[src/rtl/max_pool_pkg.sv]
// Shared types and helpers for the max-pooling controller.
package max_pool_pkg;

    localparam int unsigned PKG_DATA_W = 32;

    typedef enum logic [2:0] {
        S_IDLE  = 3'd0,
        S_READ  = 3'd1,
        S_DRAIN = 3'd2,
        S_WRITE = 3'd3,
        S_DONE  = 3'd4
    } state_e;

    // Output-grid edge for one axis of a valid (unpadded) pooling.
    function automatic int unsigned out_dim(input int unsigned img,
                                            input int unsigned win,
                                            input int unsigned stride);
        return (img - win) / stride + 1;
    endfunction

    function automatic int unsigned out_w(input int unsigned img_w,
                                          input int unsigned win,
                                          input int unsigned stride);
        return out_dim(img_w, win, stride);
    endfunction

    function automatic int unsigned out_h(input int unsigned img_h,
                                          input int unsigned win,
                                          input int unsigned stride);
        return out_dim(img_h, win, stride);
    endfunction

    // Two's-complement compare; independent of where the binary point sits.
    function automatic logic signed_gt(input logic [PKG_DATA_W-1:0] a,
                                       input logic [PKG_DATA_W-1:0] b);
        return $signed(a) > $signed(b);
    endfunction

endpackage

[src/rtl/max_pool_addr_gen.sv]
// Output-grid and window counters with registered SRAM read and result write addresses.
module max_pool_addr_gen #(
    parameter int unsigned WIN    = 2,
    parameter int unsigned STRIDE = 2,
    parameter int unsigned IMG_W  = 8,
    parameter int unsigned OUT_W  = 4,
    parameter int unsigned OUT_H  = 4,
    parameter int unsigned ADDR_W = 16
) (
    input  logic              clk,
    input  logic              reset,
    input  logic              clear_i,
    input  logic              step_i,
    input  logic              advance_i,
    input  logic              go_idle_i,
    input  logic [ADDR_W-1:0] in_base_i,
    input  logic [ADDR_W-1:0] out_base_i,
    output logic              first_elem_o,
    output logic              last_elem_o,
    output logic              last_pos_o,
    output logic [ADDR_W-1:0] rd_addr_o,
    output logic [ADDR_W-1:0] out_addr_o
);

    localparam logic [ADDR_W-1:0] WIN_LAST = ADDR_W'(WIN - 1);
    localparam logic [ADDR_W-1:0] OX_LAST  = ADDR_W'(OUT_W - 1);
    localparam logic [ADDR_W-1:0] OY_LAST  = ADDR_W'(OUT_H - 1);
    localparam logic [ADDR_W-1:0] STRIDE_A = ADDR_W'(STRIDE);
    localparam logic [ADDR_W-1:0] IMG_W_A  = ADDR_W'(IMG_W);
    localparam logic [ADDR_W-1:0] OUT_W_A  = ADDR_W'(OUT_W);

    logic [ADDR_W-1:0] kx_q, kx_d, ky_q, ky_d, ox_q, ox_d, oy_q, oy_d;
    logic [ADDR_W-1:0] in_base_q, in_base_d, out_base_q, out_base_d;
    logic [ADDR_W-1:0] rd_addr_q, rd_addr_d, out_addr_q, out_addr_d;
    logic              first_elem_q, last_elem_q, last_pos_q;

    // Addresses are derived from next-state counters so the registered copies track the counters.
    always_comb begin
        kx_d       = kx_q;
        ky_d       = ky_q;
        ox_d       = ox_q;
        oy_d       = oy_q;
        in_base_d  = in_base_q;
        out_base_d = out_base_q;
        if (go_idle_i) begin
            kx_d       = '0;
            ky_d       = '0;
            ox_d       = '0;
            oy_d       = '0;
            in_base_d  = '0;
            out_base_d = '0;
        end else if (clear_i) begin
            kx_d       = '0;
            ky_d       = '0;
            ox_d       = '0;
            oy_d       = '0;
            in_base_d  = in_base_i;
            out_base_d = out_base_i;
        end else if (step_i) begin
            if (kx_q == WIN_LAST) begin
                kx_d = '0;
                ky_d = (ky_q == WIN_LAST) ? '0 : ky_q + 1'b1;
            end else begin
                kx_d = kx_q + 1'b1;
            end
        end else if (advance_i) begin
            kx_d = '0;
            ky_d = '0;
            if (ox_q == OX_LAST) begin
                ox_d = '0;
                oy_d = (oy_q == OY_LAST) ? '0 : oy_q + 1'b1;
            end else begin
                ox_d = ox_q + 1'b1;
            end
        end
        rd_addr_d  = in_base_d + (oy_d * STRIDE_A + ky_d) * IMG_W_A + ox_d * STRIDE_A + kx_d;
        out_addr_d = out_base_d + oy_d * OUT_W_A + ox_d;
    end

    always_ff @(posedge clk) begin
        if (reset) begin
            kx_q         <= '0;
            ky_q         <= '0;
            ox_q         <= '0;
            oy_q         <= '0;
            in_base_q    <= '0;
            out_base_q   <= '0;
            rd_addr_q    <= '0;
            out_addr_q   <= '0;
            first_elem_q <= 1'b1;
            last_elem_q  <= (WIN == 1);
            last_pos_q   <= (OUT_W == 1) && (OUT_H == 1);
        end else begin
            kx_q         <= kx_d;
            ky_q         <= ky_d;
            ox_q         <= ox_d;
            oy_q         <= oy_d;
            in_base_q    <= in_base_d;
            out_base_q   <= out_base_d;
            rd_addr_q    <= rd_addr_d;
            out_addr_q   <= out_addr_d;
            first_elem_q <= (kx_d == '0) && (ky_d == '0);
            last_elem_q  <= (kx_d == WIN_LAST) && (ky_d == WIN_LAST);
            last_pos_q   <= (ox_d == OX_LAST) && (oy_d == OY_LAST);
        end
    end

    assign first_elem_o = first_elem_q;
    assign last_elem_o  = last_elem_q;
    assign last_pos_o   = last_pos_q;
    assign rd_addr_o    = rd_addr_q;
    assign out_addr_o   = out_addr_q;

endmodule

[src/rtl/max_pool_ctrl.sv]
// Max-pooling controller: walks one SRAM plane, reduces each window, emits results on valid/ready.
// Define MAX_POOL_RELU_EN to clamp negative pooled results to zero (fused ReLU).
module max_pool_ctrl
    import max_pool_pkg::*;
#(
    parameter int unsigned DATA_W = 32,
    parameter int unsigned FRAC_W = 16,
    parameter int unsigned WIN    = 2,
    parameter int unsigned STRIDE = 2,
    parameter int unsigned IMG_W  = 8,
    parameter int unsigned IMG_H  = 8,
    parameter int unsigned ADDR_W = 16
) (
    input  logic              clk,
    input  logic              reset,
    input  logic              start,
    input  logic [ADDR_W-1:0] in_base,
    input  logic [ADDR_W-1:0] out_base,
    output logic              busy,
    output logic              done,
    output logic              rd_en,
    output logic [ADDR_W-1:0] rd_addr,
    input  logic [DATA_W-1:0] rd_data,
    output logic              out_valid,
    input  logic              out_ready,
    output logic [DATA_W-1:0] out_data,
    output logic [ADDR_W-1:0] out_addr
);

    localparam int unsigned OUT_W = out_w(IMG_W, WIN, STRIDE);
    localparam int unsigned OUT_H = out_h(IMG_H, WIN, STRIDE);

    // The compare helper is fixed-width; the binary point never affects ordering.
    if (DATA_W != PKG_DATA_W || FRAC_W >= DATA_W) begin : g_bad_cfg
        $error("max_pool_ctrl: DATA_W must equal PKG_DATA_W and exceed FRAC_W");
    end

    state_e            state_q, state_d;
    logic              clear, step, advance, go_idle;
    logic              first_elem, last_elem, last_pos;
    logic              busy_q, done_q, rd_en_q, out_valid_q;
    logic              valid_q, first_q;
    logic [DATA_W-1:0] max_q, max_d, pooled, out_data_q, out_data_d;

    always_comb begin
        state_d = state_q;
        clear   = 1'b0;
        step    = 1'b0;
        advance = 1'b0;
        go_idle = 1'b0;
        case (state_q)
            S_IDLE: begin
                if (start) begin
                    clear   = 1'b1;
                    state_d = S_READ;
                end
            end
            S_READ: begin
                step = 1'b1;
                if (last_elem) state_d = S_DRAIN;
            end
            S_DRAIN: state_d = S_WRITE;
            S_WRITE: begin
                if (out_ready) begin
                    advance = 1'b1;
                    state_d = last_pos ? S_DONE : S_READ;
                end
            end
            S_DONE: begin
                go_idle = 1'b1;
                state_d = S_IDLE;
            end
            default: begin
                go_idle = 1'b1;
                state_d = S_IDLE;
            end
        endcase
    end

    // Running max over data returning one cycle after each read; ties keep the older value.
    always_comb begin
        max_d = max_q;
        if (valid_q && (first_q || signed_gt(rd_data, max_q))) max_d = rd_data;
`ifdef MAX_POOL_RELU_EN
        pooled = max_d[DATA_W-1] ? '0 : max_d;
`else
        pooled = max_d;
`endif
        out_data_d = out_data_q;
        if (state_d == S_IDLE)       out_data_d = '0;
        else if (state_q == S_DRAIN) out_data_d = pooled;
    end

    always_ff @(posedge clk) begin
        if (reset) begin
            state_q     <= S_IDLE;
            busy_q      <= 1'b0;
            done_q      <= 1'b0;
            rd_en_q     <= 1'b0;
            out_valid_q <= 1'b0;
            out_data_q  <= '0;
            valid_q     <= 1'b0;
            first_q     <= 1'b0;
            max_q       <= '0;
        end else begin
            state_q     <= state_d;
            busy_q      <= (state_d != S_IDLE);
            done_q      <= (state_d == S_DONE);
            rd_en_q     <= (state_d == S_READ);
            out_valid_q <= (state_d == S_WRITE);
            out_data_q  <= out_data_d;
            valid_q     <= (state_q == S_READ);
            first_q     <= (state_q == S_READ) && first_elem;
            max_q       <= max_d;
        end
    end

    max_pool_addr_gen #(
        .WIN    (WIN),
        .STRIDE (STRIDE),
        .IMG_W  (IMG_W),
        .OUT_W  (OUT_W),
        .OUT_H  (OUT_H),
        .ADDR_W (ADDR_W)
    ) u_addr_gen (
        .clk          (clk),
        .reset        (reset),
        .clear_i      (clear),
        .step_i       (step),
        .advance_i    (advance),
        .go_idle_i    (go_idle),
        .in_base_i    (in_base),
        .out_base_i   (out_base),
        .first_elem_o (first_elem),
        .last_elem_o  (last_elem),
        .last_pos_o   (last_pos),
        .rd_addr_o    (rd_addr),
        .out_addr_o   (out_addr)
    );

    assign busy      = busy_q;
    assign done      = done_q;
    assign rd_en     = rd_en_q;
    assign out_valid = out_valid_q;
    assign out_data  = out_data_q;

endmodule

[config.mk]
export PLATFORM = sky130hd
export DESIGN_NAME = max_pool_ctrl
export DESIGN_NICKNAME = d
export VERILOG_FILES = /design/src/rtl/max_pool_pkg.sv /design/src/rtl/max_pool_addr_gen.sv /design/src/rtl/max_pool_ctrl.sv
export SDC_FILE = /design/constraint.sdc
export NUM_CORES = 1
export LEC_CHECK = 0
export ABC_AREA = 0
export CORE_ASPECT_RATIO = 0.5
export CORE_MARGIN = 2
export CORE_UTILIZATION = 55
export DETAILED_ROUTE_END_ITERATION = 10
export PLACE_DENSITY_LB_ADDON = 0.15
export SLEW_MARGIN = 20
export SYNTH_ARGS = -nofsm -noshare
export SYNTH_HDL_FRONTEND = slang
export SYNTH_HIERARCHICAL = 1
export SYNTH_SLANG_ARGS = --single-unit
[constraint.sdc]
create_clock -name clk -period 7.4 [get_ports clk]
set_input_delay 1.48 -clock clk [delete_from_list [all_inputs] [get_ports clk]]
set_output_delay 1.48 -clock clk [all_outputs]
set_load 0.03 [all_outputs]
== Yosys cells after proc, flatten, opt, wreduce, memory -nomap -nowiden ==
Index checks and enable logic that the tools add are counted.

* Bits in registers: 204
* Bits of input ports: 68
* Logic and storage cells: 95

* $add $sub $neg: 10
* Order comparisons: 1
* Eq/ne operators: 14
* Mux-type cells: 37
* Reduce and logical (&&, ||, !) cells: 13

{| class="wikitable"
|+ Operators by type and width
! operator !! count
|-
| $mux 16 || 26
|-
| $add 16x16->16 || 5
|-
| $add 16x1->16 const B || 4
|-
| $eq 16x1->1 const B || 4
|-
| $eq 16x2->1 const B || 4
|-
| $gt 32x32->1 || 1
|-
| $logic_not 16->1 || 2
|-
| $mux 32 || 1
|-
| $add 13x13->13 || 1
|-
| $mux 3 || 4
|-
| $pmux 3 s4 || 1
|-
| $eq 3x2->1 const B || 3
|-
| $eq 3x1->1 const B || 2
|-
| $logic_not 3->1 || 2
|-
| $logic_and 1x1->1 || 5
|-
| $mux 1 || 5
|-
| $reduce_or 4->1 || 1
|-
| $eq 3x3->1 const B || 1
|-
| $reduce_bool 3->1 || 1
|-
| $reduce_or 2->1 || 1
|-
| $logic_or 1x1->1 || 1
|}

== Depth between registers and ports, before layout ==
Gate-level depths: netlist (run 1).

* Depth in word-level cells: 11
* Gate-level depth with buffers: 27
* Gate-level depth less buffers: 24

== By module ==
Netlist (run 1), hierarchy kept.

{| class="wikitable"
|+ By module, submodules not included
! module !! instances !! cells each !! area each (µm²) !! sequential area each (µm²)
|-
| max_pool_addr_gen || 1 || 1075 || 9116.2 || 2622.5
|-
| max_pool_ctrl || 1 || 417 || 4111.4 || 1461.4
|}

== Least setup slack after synthesis (run 1) ==
Ideal clock, no wire load.

* Path kind: input-to-reg
* Start point: input start
* End point: register u_addr_gen.rd_addr_q[15], in the netlist u_addr_gen/rd_addr_o[15]
* Arrival time: 6.321 ns
* Data required time: 7.266 ns
* Setup slack: 0.945 ns
* Stages: 23
* Buffers on the path: 3
* Path through: nor4b_1 buf_2 or2_1 clkbuf_1 nor2_1 clkbuf_1 o21ai_1 inv_1 ha_1 fa_1 inv_1 maj3_1 a21oi_1 a31o_2 xor2_1 fa_1 ha_1 nand3_1 o2111a_1 o41ai_1 or3_1 nor3_1 or4_1

* Word-level cells in the longest chain between the ends: 8
* Elaborated cells between the ends (all ways): 16

{| class="wikitable"
|+ Ends and longest elaborated chain
! item !! RTL line !! text
|-
| start, declared || max_pool_ctrl.sv:16 || <nowiki>input logic start,</nowiki>
|-
| $mux 1 || max_pool_ctrl.sv:53 || <nowiki>if (start) begin</nowiki>
|-
| $mux 1 || max_pool_ctrl.sv:51 || <nowiki>case (state_q)</nowiki>
|-
| $mux 16 || max_pool_addr_gen.sv:52 || <nowiki>end else if (clear_i) begin</nowiki>
|-
| $mux 16 || max_pool_addr_gen.sv:45 || <nowiki>if (go_idle_i) begin</nowiki>
|-
| named net u_addr_gen.ky_d[1] || max_pool_addr_gen.sv:32 || <nowiki>logic [ADDR_W-1:0] kx_q, kx_d, ky_q, ky_d, ox_q, ox_d, oy_q, oy_d;</nowiki>
|-
| $add 13x13->13 || max_pool_addr_gen.sv:76 || <nowiki>rd_addr_d = in_base_d + (oy_d * STRIDE_A + ky_d) * IMG_W_A + ox_d * STRIDE_A + kx_d;</nowiki>
|-
| $add 16x16->16 (3 in a row) || max_pool_addr_gen.sv:76 ||
|-
| end signal, assigned || max_pool_addr_gen.sv:100 || <nowiki>rd_addr_q <= rd_addr_d;</nowiki>
|-
| end, declared || max_pool_addr_gen.sv:34 || <nowiki>logic [ADDR_W-1:0] rd_addr_q, rd_addr_d, out_addr_q, out_addr_d;</nowiki>
|}

The timed path passes the listed nets, and every way through them passes these cells.
A chain may end at the register's enable or synchronous reset.

== Worst setup path in the final report (run 1) ==
* Start point: input out_ready
* End point: register u_addr_gen.rd_addr_q[15], in the netlist u_addr_gen/rd_addr_o[15]

* Word-level cells in the longest chain between the ends: 10
* Elaborated cells between the ends (all ways): 22

{| class="wikitable"
|+ Ends and longest elaborated chain
! item !! RTL line !! text
|-
| start, declared || max_pool_ctrl.sv:25 || <nowiki>input logic out_ready,</nowiki>
|-
| $mux 1 || max_pool_ctrl.sv:64 || <nowiki>if (out_ready) begin</nowiki>
|-
| $mux 1 || max_pool_ctrl.sv:51 ||
|-
| named net advance || max_pool_ctrl.sv:39 || <nowiki>logic clear, step, advance, go_idle;</nowiki>
|-
| $mux 16 || max_pool_addr_gen.sv:66 || <nowiki>end else if (advance_i) begin</nowiki>
|-
| $mux 16 || max_pool_addr_gen.sv:59 || <nowiki>end else if (step_i) begin</nowiki>
|-
| $mux 16 || max_pool_addr_gen.sv:52 ||
|-
| $mux 16 || max_pool_addr_gen.sv:45 ||
|-
| named net u_addr_gen.oy_d[0] || max_pool_addr_gen.sv:32 ||
|-
| $add 13x13->13 || max_pool_addr_gen.sv:76 ||
|-
| $add 16x16->16 (3 in a row) || max_pool_addr_gen.sv:76 ||
|}

The timed path passes the listed nets, and every way through them passes these cells.

==> reports/metrics.csv, run 1 <==
metric,value,unit
yosys.area_share.simple,22.2,%
clockRootBuffer,clkbuf_16,
synth_top_family_by_area,simple AND/OR/NAND/NOR gates,
synth_edf_count,0,
finalHoldViolCount,0,
synth-main-ff-cell,dfxtp_1,
synth_compound_area_share,18.3,%
diodes,0,
cts_tree,yes,
synth-seq-cells,204,
grt_pass1_vias,11200,
ys_warn_count,6,
drive_gt1_share,9.78,%
final_core_util,64.9,%
swShare,26.1,%
fmax,148,MHz
io_buffers,135,
cp_cell_sequence,clkdlybuf4s50_1 -> nand3_1 -> nor2_1 -> buf_4 -> nand2b_1 -> nor3_2 -> mux2_2 -> nand2_1 -> inv_1 -> ha_1 -> fa_1 -> inv_1 -> maj3_1 -> a21oi_1 -> a31o_2 -> xor2_1 -> fa_1 -> ha_1 -> nand3_1 -> o2111a_1 -> o41ai_1 -> or3_1 -> nor3_1 -> or4_1,
antenna_found_initial,0,
timing.final.crit_period,6.78,ns
firstDrtPassIters,5,
cp_max_fo,5,
fin_nets,1780,
die_w,223,µm
power_frac_seq,43.3,%
grt.overflow.total,0,
skew,0.0156,ns
via_count,11700,
cts_buffers,21,
cp_top_family,simple AND/OR/NAND/NOR gates,
start_kind,primary input,
fin_cells,1921,
cp-end-kind,flip-flop,
worstSkewPairLatency,0.52,ns
synthArstFlopShare,0,%
status,finished clean,
synth.mux.area_fraction,2.92,%
first_iter_violations,1044,
drt_wl_total,37.0,mm
synthAdderAreaFrac,13.9,%
stdcell_area,15500,µm²
layout_setup_ws,0.621,ns
grt_pass1_wl,59.6,mm
clock-sinks,204,
power_frac_clock,43.0,%
avgRoutedWirePerCell,19.3,µm
ant_nets,0,
r2r-start,u_addr_gen/kx_q[0]$_SDFF_PP0_,
synth-xor-area-share,5.42,%
clk_pin_slew,0.06,ns
rsz0062_at_grt,no,
ir_drop,0.000179,V
cp.arrival,7.16,ns
postCtsSetupBuffers,0,
place_ws,0.180,ns
synth_area,13200,µm²
tns,0,ns
power_density,171,nW/µm²
setup_viol,0,
final_cell_mix,"203 x dfxtp_1, 170 x nor2_1, 134 x clkdlybuf4s50_1, 95 x inv_1, 88 x a21oi_1",
combPwrFrac,13.8,%
clock_path_buffers,3,
dieArea,25400,µm²
hold_buffers,0,
via_per_inst,6.07,
place_hpwl,27.1,mm
slew_viol_final,0,
core,23800,µm²
yosysSeqAreaShare,30.9,%
area_growth_syn_to_layout,16.9,%
chipHeight,114,µm
globalplace.congestion,0.951,
cts_resized,0,
avgSynthCellArea,8.87,µm²
grt_usage,29.3,%
hold_path.class,reg2reg,
critPathLaunch,out_ready,
cp_slowest_cell,clkdlybuf4s50_1,
dp.cells,1883,
r2r_slack,0.69,ns
relSlewSlack,34.2,%
htree_levels,1,
critPathRequiredTime,7.79,ns
finalCritPeriodShare,91.6,%
initial_core_util,55.5,%
switching_power,0.000691,W
critical_path_class,in2reg,
min_from,u_addr_gen/first_elem_o$_SDFF_PP1_,
drcViolationCount,0,
synth_cells,1492,
cap_violations,0,
syn_nets,1681,
fp-row-count,40,
tightest_slew,0.988,ns
layout_commonest_cell,dfxtp_1,
p_leak,6.26,nW
io_pins,136,
placed_area,14700,µm²
slowest_delay,0.51,ns
grt_max_degree,65,
path_buf_inv,4,
synth_cell_types,92,
p_int,0.00196,W
per-stage QoR:
step	hold WS, ns	power, W
6_report	0.432	0.00265
5_1_grt	0.459	0.00276
4_1_cts	0.433	0.00267
3_5_place_dp	0.417	0.00153
3_3_place_gp	0.414	0.00152
2_1_floorplan	0.406	0.00140
routing by layer:
layer	up-vias	wire [µm]	part of all wire (%)	track usage (%)
li1	5547	-	-	-
met1	5620	17200	46	41.5
met2	443	16100	44	46.1
met3	47	3080	8.3	6.57
met4	0	657	1.8	5.87
met5	-	0	0	0
synth_stat cells, types with 43 or more instances:
library cell | n | area [µm²]
nand4_1 | 61 | 382
inv_1 | 95 | 357
ha_1 | 81 | 1010
o21ai_0 | 62 | 310
a21oi_1 | 88 | 440
nand3_1 | 44 | 220
nand2_1 | 69 | 259
dfxtp_1 | 204 | 4080
clkbuf_1 | 53 | 199
a31oi_1 | 43 | 269
nor3_1 | 77 | 385
nor2_1 | 170 | 638
worst register-to-register path, cell delays in order, from the launching register on:
cell,delay (ns)
dfxtp_1,0.44
ha_1,0.19
nor4b_4,0.24
and4_1,0.45
nand2_1,0.30
or4b_2,0.72
a21oi_1,0.45
fa_1,0.30
inv_1,0.05
maj3_1,0.33
a21oi_1,0.23
a31o_2,0.25
xor2_1,0.21
fa_1,0.46
ha_1,0.40
nand3_1,0.12
o2111a_1,0.30
o41ai_1,0.45
or3_1,0.17
nor3_1,0.04
or4_1,0.49
final timing paths:
path,end,cells after the start
max,u_addr_gen/rd_addr_o[15]$_SDFF_PP0_,24
max reg2reg,u_addr_gen/rd_addr_o[15]$_SDFF_PP0_,20
min reg2reg,first_q$_SDFF_PP0_,1
min,first_q$_SDFF_PP0_,1
logic make-up (layout without fill, tap and decap cells):
kind of cell | count (synthesis) | after routing
compound gates | 311 | 311
xor+xnor | 77 | 77
flops | 204 | 204
fa+ha+maj | 123 | 123
simple gates | 554 | 554
mux | 38 | 38
buf+inv | 185 | 299
state kept, by name, summed over array words and instances (netlist names), 3 cells and up:
register	count
u_addr_gen/kx_q	16
max_q	32
u_addr_gen/out_base_q	16
u_addr_gen/ky_q	16
out_data	32
state_q	3
u_addr_gen/rd_addr_o	16
u_addr_gen/oy_q	16
u_addr_gen/out_addr_o	16
u_addr_gen/ox_q	16
u_addr_gen/in_base_q	16
power groups by stage:
stage | Clock [W] | Combinational (W) | Sequential (W)
6_report | 0.00114 | 0.000365 | 0.00115
5_1_grt | 0.00121 | 0.000400 | 0.00115
4_1_cts | 0.00116 | 0.000364 | 0.00115
3_5_place_dp | 0 | 0.000360 | 0.00117
3_3_place_gp | 0 | 0.000355 | 0.00117
2_1_floorplan | 0 | 0.000210 | 0.00119
cell type report:
type	count	area [µm²]
Timing Repair Buffer	166	1580
Sequential cell	204	4090
Fill cell	2059	8350
Clock inverter	9	135
Inverter	95	357
Clock buffer	29	596
Tap cell	315	394
Multi-Input combinational cell	1103	8320
Note: power is estimated with default switching activity, not from simulation.
==> inputs of run 2 (changes only) <==
--- a/config.mk
+++ b/config.mk
@@ -6,11 +6,15 @@
 export NUM_CORES = 1
 export LEC_CHECK = 0
 export ABC_AREA = 0
+export CELL_PAD_IN_SITES_DETAIL_PLACEMENT = 0
+export CELL_PAD_IN_SITES_GLOBAL_PLACEMENT = 1
 export CORE_ASPECT_RATIO = 0.5
 export CORE_MARGIN = 2
-export CORE_UTILIZATION = 55
+export CORE_UTILIZATION = 44
+export CTS_CLUSTER_DIAMETER = 50
 export DETAILED_ROUTE_END_ITERATION = 10
 export PLACE_DENSITY_LB_ADDON = 0.15
+export RECOVER_POWER = 100
 export SLEW_MARGIN = 20
 export SYNTH_ARGS = -nofsm -noshare
 export SYNTH_HDL_FRONTEND = slang
==> reports/metrics.csv, run 2 (synthesized netlist as in run 1, its figures left out) <==
metric,value,unit
avgRoutedWirePerCell,19.0,µm
cts_buffers,22,
setup_viol,0,
whs_path_depth,1,
power_density,170,nW/µm²
tightest_slew,4.13,ns
htree_levels,1,
globalplace.congestion,0.892,
cp.arrival,7.21,ns
p_leak,6.44,nW
io_pins,136,
relSlewSlack,-175,%
drive_gt1_share,9.38,%
dieArea,31600,µm²
clk_pin_slew,0.06,ns
grt_usage,23.8,%
grt.overflow.total,0,
grt_max_degree,84,
worstSkewPairLatency,0.52,ns
finalCritPeriodShare,92.1,%
layout_commonest_cell,dfxtp_1,
antenna_found_initial,0,
status,finished with violations,
grt_pass1_vias,10700,
tns,0,ns
violations,"capacitance limit, slew limit",
ir_drop,0.000206,V
firstDrtPassIters,5,
place_hpwl,28.0,mm
cp.depth,24,
cp_cell_sequence,clkdlybuf4s50_1 -> nand3_1 -> nor2_1 -> buf_4 -> nand2b_1 -> nor3_2 -> mux2_2 -> nand2_1 -> inv_1 -> ha_1 -> fa_1 -> inv_1 -> maj3_1 -> a21oi_1 -> a31o_2 -> xor2_1 -> fa_1 -> ha_1 -> nand3_1 -> o2111a_1 -> o41ai_1 -> nor3_1 -> o21a_2 -> or4_1,
slew_viol_final,232,
initial_core_util,45.2,%
postCtsSetupBuffers,0,
hold_buffers,0,
cts_resized,0,
ant_nets,0,
chipHeight,127,µm
skew,0.0120,ns
critical_path_class,in2reg,
grt_pass1_wl,60.1,mm
fmax,147,MHz
clockRootBuffer,clkbuf_16,
hold_slack,0.428,ns
critPathRequiredTime,7.79,ns
clock-sinks,204,
die_w,249,µm
fp-row-count,44,
fin_nets,1784,
cp_max_fo,5,
diodes,0,
cp-end-kind,flip-flop,
cts_tree,yes,
path_buf_inv,4,
slowest_delay,0.51,ns
clock_path_buffers,3,
via_per_inst,5.67,
start_kind,primary input,
via_count,11300,
core,29300,µm²
io_buffers,135,
cp_top_family,adder cells,
final_cell_mix,"203 x dfxtp_1, 170 x nor2_1, 95 x inv_1, 88 x a21oi_1, 81 x ha_1",
drcViolationCount,0,
rsz0062_at_grt,no,
timing.final.crit_period,6.81,ns
worstRegToRegCells,20,
finalHoldViolCount,0,
area_growth_syn_to_layout,17.5,%
hold_path.class,reg2reg,
cap_violations,4,
drt_wl_total,38.0,mm
first_iter_violations,740,
cp_slowest_cell,clkdlybuf4s50_1,
[run 2: changes by cell type in the layout (fill, tap and decap cells not counted), sizes merged]
cell           previous run  this run
bufinv                    3         2
clkbuf                   29        36
clkdlybuf4s50           134        65
clkinv                    5         0
clkinvlp                  0         1
dlygate4sd3               0        69
inv                      96        97
[run 2: layout make-up]
class,instances,area (µm²)
clock buffers,33,643
clock inverters,5,85.1
fillers,2761,13700
inverters,95,357
multi-input cells,1103,8290
flip-flops and latches,204,4090
well taps,391,489
repair buffers,169,1590
[run 2: routing by layer]
metal / vias to the layer above / share of wire [%] / GRT usage, %
li1: 5548 / - / -
met1: 5452 / 50 / 34.9
met2: 299 / 43 / 36.5
met3: 45 / 6.1 / 4.82
met4: 0 / 1.3 / 3.76
met5: - / 0 / 0
[run 2: power breakdown]
group          internal (W)  switching [W]  total, W
Clock              0.000672       0.000471   0.00114
Sequential          0.00113      0.0000125   0.00114
Combinational      0.000147       0.000211  0.000358
[run 2: path summary, 6_finish.rpt]
path / start / to / slack, ns
setup / recovery: out_ready / u_addr_gen/rd_addr_o[15]$_SDFF_PP0_ / 0.59
hold / removal: u_addr_gen/first_elem_o$_SDFF_PP1_ / first_q$_SDFF_PP0_ / 0.43
hold reg to reg: u_addr_gen/first_elem_o$_SDFF_PP1_ / first_q$_SDFF_PP0_ / 0.43
setup reg to reg: u_addr_gen/kx_q[0]$_SDFF_PP0_ / u_addr_gen/rd_addr_o[15]$_SDFF_PP0_ / 0.74
[run 2: metrics by stage]
stage | instance area [µm²] | setup WS [ns] | power [W] | util [%] | std cells
3_3_place_gp | 14900 | 0.287 | 0.00153 | 50.7 | 1962
3_5_place_dp | 14900 | 0.195 | 0.00153 | 50.7 | 1962
6_report | 15500 | 0.586 | 0.00265 | 53.1 | 2000
5_1_grt | 15500 | 0.186 | 0.00276 | 53.1 | 2000
4_1_cts | 15600 | 0.715 | 0.00269 | 53.2 | 2000
2_1_floorplan | 13200 | 0.945 | 0.00140 | - | 1492
